===== config.mk =====
export PLATFORM = sky130hd
export DESIGN_NAME = dm_arbiter
export DESIGN_NICKNAME = d
export VERILOG_FILES = /design/src/rtl/dm_pkg.sv /design/src/rtl/dm_lane.sv /design/src/rtl/dm_arbiter.sv
export SDC_FILE = /design/constraint.sdc
export NUM_CORES = 1
export LEC_CHECK = 0
export ABC_AREA = 0
export BUFFER_PORTS_ARGS = -buffer_cell sky130_fd_sc_hd__buf_2
export CAP_MARGIN = 0
export CORE_AREA = 2 2 107 109
export DETAILED_ROUTE_END_ITERATION = 10
export DIE_AREA = 0 0 109 111
export PLACE_DENSITY = 0.56
export SYNTH_ARGS = -nofsm -noshare
export SYNTH_HDL_FRONTEND = slang
export SYNTH_HIERARCHICAL = 1
export SYNTH_SLANG_ARGS = --single-unit

===== constraint.sdc =====
create_clock -name clk -period 9.1 [get_ports clk]
set_input_delay 1.82 -clock clk [delete_from_list [all_inputs] [get_ports clk]]
set_output_delay 1.82 -clock clk [all_outputs]
set_load 0.005 [all_outputs]

===== src/rtl/dm_pkg.sv =====
// Shared definitions for the data-memory arbiter: access size codes,
// the default lock burst length and the lock state encoding.
package dm_pkg;

    localparam logic [1:0] SZ_B = 2'd0;
    localparam logic [1:0] SZ_H = 2'd1;
    localparam logic [1:0] SZ_W = 2'd2;

    localparam int LOCK_MAX_DEF = 8;

    typedef enum logic {
        LK_UNLOCKED = 1'b0,
        LK_LOCKED   = 1'b1
    } lock_state_e;

endpackage


===== src/rtl/dm_lane.sv =====
// Lane steering for one memory access: word-aligns the address, replicates
// store data across byte lanes, builds byte enables and flags misalignment.
// A misaligned access, a load or an invalid slot leaves the port write-idle.
module dm_lane (
    input  logic        valid_i,
    input  logic        we_i,
    input  logic [1:0]  size_i,
    input  logic [31:0] addr_i,
    input  logic [31:0] wdata_i,
    output logic [31:0] addr_o,
    output logic [31:0] wdata_o,
    output logic [3:0]  byteen_o,
    output logic        err_o
);
    import dm_pkg::*;

    logic [1:0] ofs;
    logic       mis;
    logic [31:0] lane_wd;
    logic [3:0]  lane_be;

    assign ofs = addr_i[1:0];

    // Decode size and offset into lane data, enables and misalignment.
    always_comb begin
        mis     = 1'b0;
        lane_wd = '0;
        lane_be = '0;
        case (size_i)
            SZ_B: begin
                lane_wd = {4{wdata_i[7:0]}};
                lane_be = 4'b0001 << ofs;
            end
            SZ_H: begin
                mis     = ofs[0];
                lane_wd = {2{wdata_i[15:0]}};
                lane_be = 4'b0011 << ofs;
            end
            SZ_W: begin
                mis     = (ofs != 2'b00);
                lane_wd = wdata_i;
                lane_be = 4'b1111;
            end
            default: mis = 1'b1;
        endcase
    end

    // Drive the port only for a valid, aligned access; writes only for stores.
    always_comb begin
        addr_o   = '0;
        wdata_o  = '0;
        byteen_o = '0;
        err_o    = 1'b0;
        if (valid_i) begin
            addr_o = {addr_i[31:2], 2'b00};
            err_o  = mis;
            if (we_i && !mis) begin
                wdata_o  = lane_wd;
                byteen_o = lane_be;
            end
        end
    end

endmodule


===== src/rtl/dm_arbiter.sv =====
// Two-requester arbiter for the single data-memory port. Requester 0 is the
// CPU M-stage, requester 1 a secondary master that may lock the bus for a
// bounded burst. Grants are combinational; only fairness and lock state are
// registered.
module dm_arbiter
    import dm_pkg::*;
#(
    parameter int ADDR_W   = 32,
    parameter int LOCK_MAX = LOCK_MAX_DEF
) (
    input  logic              clk,
    input  logic              reset,
    input  logic              r0_req,
    input  logic              r1_req,
    input  logic              r0_we,
    input  logic              r1_we,
    input  logic [1:0]        r0_size,
    input  logic [1:0]        r1_size,
    input  logic [ADDR_W-1:0] r0_addr,
    input  logic [ADDR_W-1:0] r1_addr,
    input  logic [31:0]       r0_wdata,
    input  logic [31:0]       r1_wdata,
    input  logic              r1_lock,
    output logic              r0_gnt,
    output logic              r1_gnt,
    output logic              r0_err,
    output logic              r1_err,
    output logic [31:0]       rd_word,
    output logic [31:0]       m_data_addr,
    output logic [31:0]       m_data_wdata,
    output logic [3:0]        m_data_byteen,
    input  logic [31:0]       m_data_rdata
);

    localparam int               CNT_W   = $clog2(LOCK_MAX + 1);
    localparam logic [CNT_W-1:0] CNT_MAX = CNT_W'(LOCK_MAX);

    lock_state_e      lock_state_q;
    logic [CNT_W-1:0] lock_cnt_q;
    logic             last_q;

    logic              gnt0;
    logic              gnt1;
    logic              sel_we;
    logic [1:0]        sel_size;
    logic [ADDR_W-1:0] sel_addr;
    logic [31:0]       sel_wdata;
    logic              lane_err;

    // Grant selection: lock holds requester 1 until its budget is spent,
    // otherwise round-robin against the last winner. Nothing during reset.
    always_comb begin
        gnt0 = 1'b0;
        gnt1 = 1'b0;
        if (!reset) begin
            if (r0_req && !r1_req) begin
                gnt0 = 1'b1;
            end else if (r1_req && !r0_req) begin
                gnt1 = 1'b1;
            end else if (r0_req && r1_req) begin
                if (lock_state_q == LK_LOCKED && lock_cnt_q < CNT_MAX) begin
                    gnt1 = 1'b1;
                end else if (last_q) begin
                    gnt0 = 1'b1;
                end else begin
                    gnt1 = 1'b1;
                end
            end
        end
    end

    // Route the winning request to the single lane-steering instance.
    always_comb begin
        sel_we    = r0_we;
        sel_size  = r0_size;
        sel_addr  = r0_addr;
        sel_wdata = r0_wdata;
        if (gnt1) begin
            sel_we    = r1_we;
            sel_size  = r1_size;
            sel_addr  = r1_addr;
            sel_wdata = r1_wdata;
        end
    end

    dm_lane u_lane (
        .valid_i  (gnt0 | gnt1),
        .we_i     (sel_we),
        .size_i   (sel_size),
        .addr_i   (32'(sel_addr)),
        .wdata_i  (sel_wdata),
        .addr_o   (m_data_addr),
        .wdata_o  (m_data_wdata),
        .byteen_o (m_data_byteen),
        .err_o    (lane_err)
    );

    assign r0_gnt  = gnt0;
    assign r1_gnt  = gnt1;
    assign r0_err  = gnt0 & lane_err;
    assign r1_err  = gnt1 & lane_err;
    assign rd_word = m_data_rdata;

    // Fairness pointer and lock FSM; a lock drops on any non-locked r1 grant,
    // on a forced r0 grant, or when requester 1 stops requesting.
    always_ff @(posedge clk) begin
        if (reset) begin
            lock_state_q <= LK_UNLOCKED;
            lock_cnt_q   <= '0;
            last_q       <= 1'b1;
        end else begin
            if (gnt0) begin
                last_q <= 1'b0;
            end else if (gnt1) begin
                last_q <= 1'b1;
            end
            case (lock_state_q)
                LK_UNLOCKED: begin
                    if (gnt1 && r1_lock) begin
                        lock_state_q <= LK_LOCKED;
                        lock_cnt_q   <= CNT_W'(1);
                    end
                end
                LK_LOCKED: begin
                    if (gnt1 && r1_lock) begin
                        if (lock_cnt_q != CNT_MAX) begin
                            lock_cnt_q <= lock_cnt_q + CNT_W'(1);
                        end
                    end else if (gnt1 || gnt0 || !r1_req) begin
                        lock_state_q <= LK_UNLOCKED;
                        lock_cnt_q   <= '0;
                    end
                end
                default: begin
                    lock_state_q <= LK_UNLOCKED;
                    lock_cnt_q   <= '0;
                end
            endcase
        end
    end

endmodule


==> results.cfg <==
[outcome]
status = complete, no violations

[timing]
hold_viol_final = 0
post-route-min-period_ns = 6.69
tightest_slew_ns = 1.03
maxSlewViolCount = 0
fin_worst_skew_ns = 0.00185
grt_setup_unrepaired = false
max_freq_mhz = 149
relSlewSlack = 0.311
tns_ns = 0
post-route-period-util = 0.735
finalSetupViolCount = 0

[place]
gp_congestion = 0.722
hpwl_um = 7150
portBuffers = 208
dp.cells = 598

[layout]
finalNonFillerCells = 601
nFillCells = 1214
nets = 633
syn_to_final_growth_pct = 39.5
insertedDiodeCount = 0
final_layout_size_suffix_gt1_frac = 0.642

[hold_path]
hold_path_depth = 2
hp-class = register to register

[clock_tree]
cts_tree = built
cts_hold_buf = 0
htreeDepth = 1
post_cts_resize_count = 0
cts_root_buffer = clkbuf_16
clk_pin_slew_ns = 0.03
cts_buffers = 3
cts_setup_buffers = 0
clock_path_buffers = 2
clkSinkCount = 6
clock_latency_ns = 0.23

[route]
wire_per_inst_um = 14.5
wl_met1_um = 3220
drt_first_pass_iters = 4
met3_wirelength_um = 800
postRouteAntennaNets = 0
routed-wl-met2_um = 4560
vias_per_cell = 4.41
drt_iter0_drc = 81
vias = 2648
postRouteWirelength_um = 8700
route.detailed.drc = 0
top_layer_used = met4

[die]
die_y_um = 111
start_util = 0.211
die_area_um2 = 12100
rows = 39
die_w_um = 109
core_um2 = 11100
io_pins = 275

[synthesis]
ys_ff_latch = 6
synth.top_cell.area_share = 0.337
ys_types = 38
ys_seq_area_frac = 0.0514
syn_area_um2 = 2340
synth_top_area_cell = mux2_2
ys.flop_type = dfxtp_1
avgSynthCellArea_um2 = 7.85
ys_top_cells_by_area = mux2_2 (34%), buf_4 (13%), and2_1 (11%), nand2_1 (5.8%), dfxtp_1 (5.1%)
ys.warnings.count = 6
synth-edff-count = 0
ys_async_sr_fraction = 0
syn_inst = 298

[global_routing]
grt_antenna_before_repair = 0
grt_pass1_vias = 2491
grt_first_pass_wirelength_um = 12200
grt_max_degree = 63
grt_overflow_total = 0
grt_usage = 0.130

[critical_path]
cpMaxStageDelayCell = o211ai_4
critPathLaunchType = input pin
slowest_delay_ns = 0.69
crit_chain = buf_2 -> and2_1 -> a21oi_4 -> buf_4 -> mux2_2 -> a21oi_2 -> o211ai_4 -> a21oi_1 -> buf_2
crit_path_frequent_cell = buf_2
critPathCaptureType = primary output
crit_type = input pin to primary output
critPathMaxFanout = 62
worstRegToRegCells = 5
cp.arrival_ns = 4.87
cp.required_ns = 7.28

[power]
p_sw_uw = 78.0
internal_power_uw = 153
p_sw_frac = 0.337
p_leak_uw = 0.00167
power_frac_seq = 0.122
combPwrFrac = 0.563
power_density_nw_per_um2 = 70.9
power_frac_clock = 0.315
ir_drop_v = 0.0000702

[flow_run]
max_cap_viol_count = 0
synthesized netlist by cell type, drive strengths merged, types with 2 or more instances:
library cell	n
mux2	76
buf	47
and2	41
nand2	36
a21oi	23
nor2	13
a22oi	8
clkbuf	7
inv	7
dfxtp	6
nand2b	4
o21ai	4
o31ai	3
a21boi	2
ha	2
or2	2
power by group through the flow:
stage	combinational [µW]	sequential, µW	clock [µW]
floorplan	90.0	28.3	0
global placement	130	28.6	0
detailed placement	132	28.6	0
CTS	133	28.3	73.5
global route	145	28.3	74.4
finish	130	28.3	72.8
critical path: cells and delay by family:
| family | cells | cell delay, ns |
|---|---|---|
| buffers and inverters | 3 | 0.95 |
| muxes | 1 | 0.54 |
| AOI/OAI and AO/OA | 4 | 1.27 |
| and+or+nand+nor | 1 | 0.25 |
registers in the layout (all words and copies together) (netlist names):
signal,flops
lock_cnt_q,4
last_q,1
lock_state_q,1
logic make-up (layout without fill, tap and decap cells):
group                    Yosys count  in the layout  share of synthesized area
AO/OA/AOI/OAI                     48             48                      0.150
adder cells (fa/ha/maj)            2              2                     0.0107
buffers and inverters             61            220                      0.182
flip-flops                         6              6                     0.0514
multiplexers                      76             76                      0.366
other                              1              2                    0.00160
AND/OR/NAND/NOR                  104            104                      0.239
path summary, 6_finish.rpt:
path                      startpoint             endpoint  slack, ns
max                           r0_req     m_data_wdata[24]       2.41
min              last_q$_SDFFE_PP1P_  last_q$_SDFFE_PP1P_       0.50
max reg2reg  lock_state_q$_SDFF_PP0_  last_q$_SDFFE_PP1P_       7.27
min reg2reg      last_q$_SDFFE_PP1P_  last_q$_SDFFE_PP1P_       0.50
cell usage in the layout, fill, tap and decap left out, types with 2 or more instances in the layout:
| master | n |
|---|---|
| nand2b_4 | 2 |
| ha_1 | 2 |
| mux2_1 | 6 |
| and2_1 | 41 |
| a21boi_0 | 2 |
| buf_4 | 2 |
| a21oi_1 | 21 |
| buf_2 | 208 |
| or2_2 | 2 |
| conb_1 | 2 |
| inv_1 | 7 |
| clkbuf_16 | 3 |
| a22oi_1 | 8 |
| o21ai_0 | 4 |
| dfxtp_1 | 6 |
| o31ai_1 | 3 |
| mux2_2 | 70 |
| nand2b_1 | 2 |
| nor2_1 | 12 |
| nand2_1 | 36 |
layer usage:
layer / up-vias / GRT usage
met2: 179 / 0.259
met4: 0 / 0.0427
met3: 7 / 0.0218
met1: 1155 / 0.132
met5: - / 0
li1: 1307 / -
final cells by class:
class | instances | area (µm²) | share of cell area
clock buffers | 3 | 75.1 | 0.0230
inverters | 7 | 26.3 | 0.00805
multi-input cells | 232 | 1810 | 0.554
well taps | 143 | 179 | 0.0548
flip-flops and latches | 6 | 120 | 0.0368
repair buffers | 210 | 1060 | 0.324
stage by stage:
step           hold WS [ns]  power [µW]  instance area [µm²]  setup WS (ns)  utilization
6_report              0.499         231                 3260           2.41        0.295
5_1_grt               0.521         248                 3260           2.10        0.295
4_1_cts               0.498         235                 3260           2.35        0.295
3_5_place_dp          0.492         161                 3190           2.35        0.288
3_3_place_gp          0.477         159                 3190           2.47        0.288
2_1_floorplan         0.454         118                 2340           3.60            -
(Power assumes the default switching activity.)
